### config.mk
export PLATFORM = sky130hd
export DESIGN_NAME = branch_resolve_unit
export DESIGN_NICKNAME = d
export VERILOG_FILES = /design/src/rtl/branch_resolve_unit.sv
export SDC_FILE = /design/constraint.sdc
export NUM_CORES = 1
export LEC_CHECK = 0
export CORE_MARGIN = 5
export CORE_UTILIZATION = 35
export DETAILED_ROUTE_END_ITERATION = 8
export GPL_ROUTABILITY_DRIVEN = 0
export MAX_ROUTING_LAYER = met4
export PLACE_DENSITY = 0.65
export RECOVER_POWER = 50
export SYNTH_ARGS = -nofsm -noshare
export SYNTH_HDL_FRONTEND = slang
export SYNTH_SLANG_ARGS = --single-unit
### constraint.sdc
create_clock -name clk -period 5.3 [get_ports clk]
set_input_delay 1.59 -clock clk [delete_from_list [all_inputs] [get_ports clk]]
set_output_delay 1.59 -clock clk [all_outputs]
set_load 0.03 [all_outputs]
### src/rtl/branch_resolve_unit.sv
// LEGv8 EX-stage branch resolver with NZCV flag register and a saturating-counter BHT.
// Optional macro BRANCH_STATS_EN adds branch / mispredict statistics counters.
module branch_resolve_unit #(
    parameter int ADDR_W    = 64,
    parameter int BHT_DEPTH = 64,
    parameter int CTR_W     = 2
) (
    input  logic              clk,
    input  logic              rst_n,
    input  logic              f_valid,
    input  logic [ADDR_W-1:0] f_pc,
    output logic              f_pred_taken,
    input  logic              ex_valid,
    input  logic [31:0]       ex_instr,
    input  logic [ADDR_W-1:0] ex_pc,
    input  logic              ex_pred_taken,
    input  logic              ex_zero,
    input  logic              flags_wr,
    input  logic [3:0]        flags_in,
    output logic [3:0]        flags_q,
    output logic              res_valid,
    output logic              br_taken,
    output logic              is_branch,
    output logic              mispredict,
    output logic              init_done,
    output logic [31:0]       stat_branches,
    output logic [31:0]       stat_mispredicts
);
    localparam int IDX_W = $clog2(BHT_DEPTH);
    localparam logic [CTR_W-1:0] CTR_WEAK_NT = CTR_W'((1 << (CTR_W - 1)) - 1);
    localparam logic [CTR_W-1:0] CTR_MAX     = '1;
    localparam logic [IDX_W-1:0] IDX_LAST    = IDX_W'(BHT_DEPTH - 1);

    typedef enum logic {ST_INIT, ST_RUN} state_t;

    state_t           state;
    logic [IDX_W-1:0] init_idx;
    logic [CTR_W-1:0] bht [BHT_DEPTH];

    logic [IDX_W-1:0] f_idx;
    logic [IDX_W-1:0] ex_idx;
    logic [10:0]      op;
    logic [3:0]       nzcv;
    logic             cond_hold;
    logic             is_uncond;
    logic             is_cbz;
    logic             is_cbnz;
    logic             is_bcond;
    logic             is_cond;
    logic             taken;
    logic [CTR_W-1:0] ex_ctr;
    logic             bht_we;
    logic [IDX_W-1:0] bht_widx;
    logic [CTR_W-1:0] bht_wdata;

    assign f_idx  = f_pc[IDX_W+1:2];
    assign ex_idx = ex_pc[IDX_W+1:2];
    assign f_pred_taken = f_valid & init_done & bht[f_idx][CTR_W-1];

    logic unused_bits;
    assign unused_bits = ^{f_pc[ADDR_W-1:IDX_W+2], f_pc[1:0],
                           ex_pc[ADDR_W-1:IDX_W+2], ex_pc[1:0], ex_instr[20:5]};

    // Decode, condition evaluation and the BHT write-port arbitration.
    always_comb begin
        op   = ex_instr[31:21];
        nzcv = flags_wr ? flags_in : flags_q;

        case (ex_instr[3:0])
            4'b0000: cond_hold = nzcv[2];
            4'b0001: cond_hold = !nzcv[2];
            4'b0010: cond_hold = nzcv[1];
            4'b0011: cond_hold = !nzcv[1];
            4'b0100: cond_hold = nzcv[3];
            4'b0101: cond_hold = !nzcv[3];
            4'b0110: cond_hold = nzcv[0];
            4'b0111: cond_hold = !nzcv[0];
            4'b1000: cond_hold = nzcv[1] & !nzcv[2];
            4'b1001: cond_hold = !(nzcv[1] & !nzcv[2]);
            4'b1010: cond_hold = (nzcv[3] == nzcv[0]);
            4'b1011: cond_hold = (nzcv[3] != nzcv[0]);
            4'b1100: cond_hold = !nzcv[2] & (nzcv[3] == nzcv[0]);
            4'b1101: cond_hold = !(!nzcv[2] & (nzcv[3] == nzcv[0]));
            default: cond_hold = 1'b1;
        endcase

        is_uncond = (op[10:5] == 6'b000101) || (op[10:5] == 6'b100101) ||
                    (op == 11'b11010110000);
        is_cbz    = (op[10:3] == 8'b10110100);
        is_cbnz   = (op[10:3] == 8'b10110101);
        is_bcond  = (op[10:3] == 8'b01010100) && !ex_instr[4];
        is_cond   = is_cbz | is_cbnz | is_bcond;
        taken     = is_uncond | (is_cbz & ex_zero) | (is_cbnz & !ex_zero) |
                    (is_bcond & cond_hold);

        // The init sweep owns the single write port; EX training only happens in RUN.
        ex_ctr    = bht[ex_idx];
        bht_we    = 1'b0;
        bht_widx  = init_idx;
        bht_wdata = CTR_WEAK_NT;
        if (state == ST_INIT) begin
            bht_we = 1'b1;
        end else if (ex_valid && is_cond) begin
            bht_we   = 1'b1;
            bht_widx = ex_idx;
            if (taken)
                bht_wdata = (ex_ctr == CTR_MAX) ? ex_ctr : ex_ctr + 1'b1;
            else
                bht_wdata = (ex_ctr == '0) ? ex_ctr : ex_ctr - 1'b1;
        end
    end

    always_ff @(posedge clk) begin
        if (bht_we)
            bht[bht_widx] <= bht_wdata;
    end

    always_ff @(posedge clk or negedge rst_n) begin
        if (!rst_n) begin
            state      <= ST_INIT;
            init_idx   <= '0;
            init_done  <= 1'b0;
            flags_q    <= 4'b0000;
            res_valid  <= 1'b0;
            br_taken   <= 1'b0;
            is_branch  <= 1'b0;
            mispredict <= 1'b0;
        end else begin
            if (state == ST_INIT) begin
                init_idx <= init_idx + 1'b1;
                if (init_idx == IDX_LAST) begin
                    state     <= ST_RUN;
                    init_done <= 1'b1;
                end
            end
            if (flags_wr)
                flags_q <= flags_in;
            res_valid  <= ex_valid;
            br_taken   <= ex_valid & taken;
            is_branch  <= ex_valid & (is_uncond | is_cond);
            mispredict <= ex_valid & (taken != ex_pred_taken);
        end
    end

`ifdef BRANCH_STATS_EN
    // Counters advance on the same edge that registers the corresponding result.
    always_ff @(posedge clk or negedge rst_n) begin
        if (!rst_n) begin
            stat_branches    <= '0;
            stat_mispredicts <= '0;
        end else begin
            if (ex_valid && (is_uncond || is_cond) && (stat_branches != '1))
                stat_branches <= stat_branches + 1'b1;
            if (ex_valid && (taken != ex_pred_taken) && (stat_mispredicts != '1))
                stat_mispredicts <= stat_mispredicts + 1'b1;
        end
    end
`else
    assign stat_branches    = '0;
    assign stat_mispredicts = '0;
`endif

endmodule
Word level (Yosys, flattened, before mapping)
Memory sizes are Yosys's and may differ from the RTL's.
Cells that the tools add are included.
{ "word_totals": {"reg_bits": 16, "ram_bits": 128, "in_bits": 171, "elab_cells": 83, "n_memories": 1} }
{ "memory_table": {"columns": ["memory", "depth", "word_bits", "read_ports", "rd_clocked_by_memory_dff", "write_ports", "line", "rtl"], "rows": [
  ["bht", 64, 2, 2, 0, 1, "38", "logic [CTR_W-1:0] bht [BHT_DEPTH];"]
]} }
{ "op_classes": {"addsub": 3, "eq_ne": 24, "mux": 15, "bitwise_logic": 17, "reduce_logical": 15} }
{ "ops": {"columns": ["operator", "count"], "rows": [
  ["== test 4 bit, second input constant", 6],
  ["== test 4 x 3 -> 1 bit, second input constant", 4],
  ["== test 8 bit, second input constant", 2],
  ["one-hot mux 1 bit (14 select lines)", 1],
  ["== test 6 bit, second input constant", 2],
  ["2-to-1 mux 6 bit", 2],
  ["== test 11 bit, second input constant", 1],
  ["AND 1 bit", 10],
  ["2-to-1 mux 2 bit", 5],
  ["== test 4 x 2 -> 1 bit, second input constant", 2],
  ["== test 8 x 7 -> 1 bit, second input constant", 1],
  ["zero test 1 bit", 8],
  ["adder 6 x 1 -> 6 bit, second input constant", 1],
  ["== test 6 x 3 -> 1 bit, second input constant", 1],
  ["2-to-1 mux 1 bit", 6],
  ["OR 1 bit", 6],
  ["== test 4 x 1 -> 1 bit, second input constant", 1],
  ["zero test 4 bit", 1],
  ["2-to-1 mux 4 bit", 1],
  ["adder 2 x 1 -> 2 bit, second input constant", 1],
  ["== test 2 bit, second input constant", 1],
  ["logical AND 1 bit", 2],
  ["zero test 2 bit", 1],
  ["logical OR 1 bit", 2],
  ["other kinds (5)", 6]
]} }

Longest topological paths before layout
Gate-level depths: netlist of run 1.
{ "depth": {"depth_word": 10, "depth_mapped": 10} }

Worst setup path before layout of run 1
Ideal clock, no wire load.
{ "synth_path": {"kind": "input to register", "startpoint": "input ex_pc[2]", "endpoint": "memory bht[0][0] (data pin)", "setup_ps": 518, "arrival_time_ps": 4940, "slack_ps": -158, "stages": 9, "n_path_buf": 2, "cell_sequence": "buf_2 -> buf_2 -> mux4_2 -> mux2i_1 -> a21oi_1 -> o311a_1 -> o21ai_0 -> a21boi_0 -> o21ai_1"} }
{ "synth_between": {"elab_chain_cells": 6, "elab_cells_between_ends": 10} }
{ "synth_rtl": {"columns": ["item", "line", "rtl"], "rows": [
  ["start: declaration", "15", "input logic [ADDR_W-1:0] ex_pc,"],
  ["memory (64 x 2 bit) (*)", null, null],
  ["subtractor 2 x 1 -> 2 bit (tied with other cells)", "109", "bht_wdata = (ex_ctr == '0) ? ex_ctr : ex_ctr - 1'b1;"],
  ["2-to-1 mux 2 bit, on equally long branches", "109, 107", null],
  ["2-to-1 mux 2 bit (*)", "106", "if (taken)"],
  ["2-to-1 mux 2 bit (*)", "103", "end else if (ex_valid && is_cond) begin"],
  ["2-to-1 mux 2 bit (*)", "101", "if (state == ST_INIT) begin"],
  ["net bht_wdata[0]", "54", "logic [CTR_W-1:0] bht_wdata;"],
  ["end: declaration", "38", null]
]} }
The timed path passes the listed nets; every way through them passes the cells marked *.

Worst setup path in the final report of run 1
{ "layout_path": {"startpoint": "input f_pc[2]", "endpoint": "output f_pred_taken"} }
{ "layout_between": {"elab_chain_cells": 2} }
{ "layout_rtl": {"columns": ["item", "line", "rtl"], "rows": [
  ["start: declaration", "11", "input logic [ADDR_W-1:0] f_pc,"],
  ["memory (64 x 2 bit)", null, null],
  ["AND 1 bit", "58", "assign f_pred_taken = f_valid & init_done & bht[f_idx][CTR_W-1];"],
  ["end: declaration", "12", "output logic f_pred_taken,"]
]} }
No other way between the ends.

==> impl_metrics.ini, run 1 <==
[run_status]
status = complete, no violations

[global_routing]
grt_max_degree = 65
grt-ovfl-total = 0
grt_pass1_vias = 4493
grt_pass1_wl_um = 25850
antenna_found_initial = 0
grt_util_all_layers_pct = 14.66

[finish]
nets = 750
drive_above_1_share_pct = 20.47
fill_cells = 1880
fin_cells = 866
diodes = 0
final_area_mm2 = 0.008765
area_delta_synth_final_pct = 17.69

[die]
ios = 245
die_area_mm2 = 0.02430
initial_core_util_pct = 35.54
rows = 53
dieWidth_um = 155.9
core_area_mm2 = 0.02096
die-height_um = 155.9

[power]
power_density_mw_per_mm2 = 299.2
power_mw = 2.622
sequentialPowerShare_pct = 46.7
p_comb_share_pct = 8.6
peakVddDrop_uv = 222.0
clockPowerShare_pct = 44.7
internal_power_mw = 2.002
leakagePower_nw = 2.639
power_switching_mw = 0.6201
swShare_pct = 23.65

[clocking]
clk_pin_slew_worst_paths_ns = 0.06
cts_sinks = 144
root_buffer = clkbuf_16
cts_buffer_depth = 2
cts_setup_buffers = 0
clkLatencyLatePin_ns = 0.43
cts_hold_buf = 0
cts_tree = built
cts_buffers = 17
htree_levels = 4

[yosys]
synth_ff_type = edfxtp_1
ys_ff_latch = 144
ys_seq_area_share_pct = 56.99
netlist_area_mm2 = 0.007447
ys_types = 61
synth-edff-count = 128
synth.avg_cell_area_um2 = 14.35
yosys_warnings = 0
ys_async_sr_fraction_pct = 11.11
postSynthCellCount = 519

[hold_path]
min_delay_worst_endpoint = flags_q[1]$_DFF_PN0_
min_from = flags_q[1]$_DFF_PN0_
whs_path_depth = 1
hold_path_class = register to register

[setup_path]
critPathRequiredTime_ns = 3.71
end_kind = output port
path_buf_inv = 3
cp_top_family = multiplexers
crit_fanout = 5
cpMostUsedCell = mux4_2
reg2reg_to = bht[0][0]$_DFFE_PP_
reg2reg_depth = 5
arrival_ns = 3.67
crit_chain = buf_12 -> buf_12 -> mux4_2 -> mux4_2 -> mux4_2 -> and3_4 -> buf_6
critPathMaxStageDelay_ns = 0.54
cp_slowest_cell = mux4_2
worstSetupStartpointType = input port
crit_type = input port to output port
r2r_start = state$_DFF_PN0_
reg2reg_slack_ns = 1.81

[detailed_routing]
vias = 4448
drc = 0
ant_nets = 0
wl_um = 16890
post_drt_wl_per_cell_um = 19.51
detail_route.vias_per_cell = 5.136
drt_first_iter_violations = 357
drt_first_pass_iters = 4

[placed_design]
place_ws_ns = -0.5453
portBuffers = 48
placed_cells = 832
place_area_mm2 = 0.008132
hpwl_um = 11700

[timing]
period_share_pct = 99.32
hold_viol_final = 0
clock.fmax_ghz = 0.1900
fin_ws_ns = 0.03581
fin_skew_ns = 0.007051
slew_viol_final = 0
layout_min_cycle_time_ns = 5.264
finalSetupViolCount = 0
worst_pin_slew_ns = 1.186
slew_headroom_pct = 20.91
rsz0062_at_grt = no
setup_tns_ns = 0

[run]
drv_cap = 0
-- how the worst max path moves through the flow --
stage / to / depth (start not counted) / startpoint
after floorplan: f_pred_taken / 6 / f_pc[2]
after global placement: f_pred_taken / 7 / f_pc[2]
after detailed placement: f_pred_taken / 7 / f_pc[2]
after CTS: f_pred_taken / 7 / f_pc[2]
after global routing: f_pred_taken / 7 / f_pc[2]
final: f_pred_taken / 7 / f_pc[2]
-- cell usage in the layout, fill, tap and decap left out, types with 3 or more instances in the layout --
master and instances:
inv_6 4, buf_4 11, or2_0 4, nand2_1 10
mux4_2 53, a22o_1 4, a21oi_1 9, clkinvlp_4 5
edfxtp_1 128, inv_1 4, nand3_1 9, conb_1 64
nor2b_1 6, dfrtp_1 16, and2_0 3, buf_12 7
xnor2_1 6, a22oi_1 6, nor3b_1 3, nand2b_1 8
o21ai_0 16, clkbuf_16 17, and3_1 3, xor2_1 5
nor2_1 78, clkdlybuf4s50_1 30, dlygate4sd3_1 14, mux2i_1 7
-- logic make-up after synthesis --
group	count (synthesis)	share of synthesized area (%)
DFF	144	56.99
and+or+nand+nor	138	8.720
buffers and inverters	96	8.501
AOI/OAI and AO/OA	64	6.552
muxes	63	17.59
xor gates and xnor gates	11	1.294
adders and majority gates	2	0.3024
other	1	0.05035
-- state kept, by name, summed over array words and instances, names as in the netlist --
register	cells
br_taken	1
is_branch	1
flags_q	4
init_done	1
init_idx	6
bht	128
state	1
mispredict	1
res_valid	1
-- power groups by stage --
| stage | Combinational, mW | Sequential (mW) | Clock, mW |
|---|---|---|---|
| floorplan | 0.170 | 1.26 | 0 |
| global placement | 0.217 | 1.25 | 0 |
| detailed placement | 0.219 | 1.25 | 0 |
| CTS | 0.226 | 1.23 | 1.19 |
| global route | 0.239 | 1.23 | 1.24 |
| finish | 0.225 | 1.23 | 1.17 |
-- metal layers --
| layer | vias to the layer above | share of wire (%) | track usage (%) |
|---|---|---|---|
| met1 | 2247 | 39 | 17.52 |
| met3 | 27 | 8.1 | 3.883 |
| li1 | 1976 | - | - |
| met2 | 198 | 51 | 23.94 |
| met4 | 0 | 2.1 | 5.419 |
| met5 | - | 0 | - |
-- what timing repair did --
action	CTS	global route
setup endpoints to repair	1	1
gates cloned	2	0
pin swaps	1	0
gates resized for setup	15	2
-- synth_stat cells (5+ instances only) --
master	number	area share [%]
buf_2	11	0.74
nand2b_1	8	0.67
dfrtp_1	16	5.4
xnor2_1	6	0.71
clkbuf_1	13	0.66
o21ai_0	16	1.1
nor2b_1	6	0.50
a21oi_1	9	0.60
a22oi_1	6	0.60
nand3_1	9	0.60
buf_4	65	6.6
nand2_1	10	0.50
nor2_1	79	4.0
mux2i_1	6	0.81
edfxtp_1	128	52
mux4_2	53	16
xor2_1	5	0.59
-- final cells by class --
| class | count | area, µm² | area share, % |
|---|---|---|---|
| multi-input cells | 342 | 2811 | 32.08 |
| inverters | 4 | 15.01 | 0.1713 |
| repair buffers | 69 | 767.0 | 8.751 |
| well taps | 275 | 344.1 | 3.926 |
| flip-flops and latches | 144 | 4244 | 48.42 |
| clock buffers | 17 | 425.4 | 4.854 |
| clock inverters | 15 | 157.7 | 1.799 |
-- stage by stage --
stage / util, % / hold WS (ns)
final: 41.83 / 0.5455
after global routing: 41.83 / 0.5697
after CTS: 41.93 / 0.5536
after detailed placement: 38.80 / 0.5458
after global placement: 38.80 / 0.5305
after floorplan: - / 0.4910
Note: power is estimated with default switching activity, not from simulation.
==> run 2, diff against run 1 <==
PLACE_DENSITY = 0.63   (was 0.65)
clock period = 5.9 ns   (was 5.3 ns; I/O delays follow)
==> run 2 against run 1 <==
- flip-flop and latch count unchanged
- routed wire length up 2.1%
- clock-buffer cell count is 1 higher
- critical endpoint unchanged
- largest power group unchanged
==> impl_metrics.ini, run 2 (synthesized netlist as in run 1, its figures left out) <==
[run_status]
status = complete, no violations

[timing]
worst_pin_slew_ns = 1.139
hold_viol_final = 0
slew_headroom_pct = 24.08
period_share_pct = 99.04
finalSetupViolCount = 0
clock.fmax_ghz = 0.1711
fin_ws_ns = 0.05658
layout_min_cycle_time_ns = 5.843
fin_skew_ns = 0.006919
slew_viol_final = 0
whs_ns = 0.5515
rsz0062_at_grt = no

[hold_path]
hold_path_class = register to register
min_from = flags_q[1]$_DFF_PN0_

[global_routing]
grt_pass1_wl_um = 26480
grt_util_all_layers_pct = 14.94
grt_pass1_vias = 4596
grt-ovfl-total = 0
grt_max_degree = 65
antenna_found_initial = 0

[clocking]
clk_pin_slew_worst_paths_ns = 0.06
cts_buffer_depth = 2
root_buffer = clkbuf_16
clkLatencyLatePin_ns = 0.42
cts_buffers = 17
cts_tree = built
cts_sinks = 144
cts_setup_buffers = 0
htree_levels = 4

[power]
power_mw = 2.351
peakVddDrop_uv = 194.8
swShare_pct = 22.49
p_comb_share_pct = 8.4
power_density_mw_per_mm2 = 271.2
internal_power_mw = 1.823
power_switching_mw = 0.5289
clockPowerShare_pct = 44.7
sequentialPowerShare_pct = 46.8
leakagePower_nw = 2.594

[finish]
fin_util_pct = 41.38
area_delta_synth_final_pct = 16.43
reg.largest.list = bht (128), init_idx (6), flags_q (4)
nets = 741
largest_register = bht
fin_cells = 857
layout_commonest_cell = edfxtp_1
drive_above_1_share_pct = 18.04
layout_common_cells = edfxtp_1 (128), nor2_1 (78), conb_1 (64)
diodes = 0
largest_reg_flops = 128

[setup_path]
crit_type = input port to output port
r2r_start = state$_DFF_PN0_
worstSetupStartpointType = input port
critPathRequiredTime_ns = 4.13
arrival_ns = 4.07
crit_fanout = 8
crit_start = f_pc[3]
end_kind = output port

[die]
ios = 245
rows = 53
die_area_mm2 = 0.02430
dieWidth_um = 155.9
initial_core_util_pct = 35.54
core_area_mm2 = 0.02096
die-height_um = 155.9

[detailed_routing]
vias = 4518
ant_nets = 0
drt_first_iter_violations = 369
post_drt_wl_per_cell_um = 20.14
drc = 0
detail_route.vias_per_cell = 5.272
drt_first_pass_iters = 5
wl_um = 17260

[run]
drv_cap = 0

[placed_design]
hpwl_um = 11530
place_ws_ns = -0.3107
portBuffers = 48
placed_cells = 823
[run 2: cell count changes in the layout (fill, tap and decap cells not counted), sizes merged]
cell,change
buf,-9
clkdlybuf4s50,+1
clkdlybuf4s15,+1
bufinv,+1
clkinvlp,-2
clkinv,+5
dlygate4sd3,-1
inv,-5
[run 2: worst max-delay path, stage by stage]
cell             delay [ns]
clkdlybuf4s15_1        0.28
bufbuf_16              0.32
mux4_2                 0.31
mux4_2                 0.50
mux4_2                 0.52
and3_1                 0.21
buf_4                  0.16
[run 2: cell type report]
cell class	count	area [µm²]
clock inverter	14	147.6
sequential	144	4244
clock buffer	18	429.2
multi-input combinational	342	2800
timing repair buffer	60	690.7
tap	275	344.1
fill	1882	12280
inverter	4	15.01
[run 2: power groups by stage]
stage | combinational [mW] | sequential [mW] | clock, mW
floorplan | 0.152 | 1.13 | 0
global placement | 0.192 | 1.12 | 0
detailed placement | 0.195 | 1.12 | 0
CTS | 0.200 | 1.10 | 1.06
global route | 0.211 | 1.10 | 1.10
finish | 0.198 | 1.10 | 1.05
[run 2: repair_timing]
item | 4_1_cts | 5_1_grt
setup endpoints to repair | 1 | 1
hold buffers | 0 | 0
pin swaps | 0 | 0
gates resized for setup | 7 | 1
cloned | 2 | 0
[run 2: path summary, 6_finish.rpt]
check	cells past startpoint	slack (ns)	end
setup / recovery	7	0.06	f_pred_taken
hold / removal	1	0.55	flags_q[1]$_DFF_PN0_
setup reg to reg	5	2.42	bht[7][1]$_DFFE_PP_
hold reg to reg	1	0.55	flags_q[1]$_DFF_PN0_
max in group asynchronous	1	3.57	init_idx[3]$_DFFE_PN0N_
min in group asynchronous	1	1.86	init_done$_DFFE_PN0P_
[run 2: per-stage QoR]
| step | TNS (ns) | cell area (µm²) |
|---|---|---|
| after global routing | 0 | 8671 |
| final | 0 | 8671 |
| after global placement | -0.3019 | 8064 |
| after floorplan | 0 | 7684 |
| after CTS | 0 | 8695 |
| after detailed placement | -0.3107 | 8064 |
[run 2: routing by layer]
layer / global-route usage [%] / vias up / share of wire, %
met5: - / - / 0
met3: 3.578 / 36 / 10
met4: 5.127 / 0 / 2.2
li1: - / 1959 / -
met2: 24.16 / 247 / 49
met1: 18.49 / 2276 / 39
==> run 3, diff against run 2 <==
CTS_CLUSTER_SIZE = 12   (was unset)
==> results of run 3 <==
Final layout, timing and power as in run 2 (identical DEF).
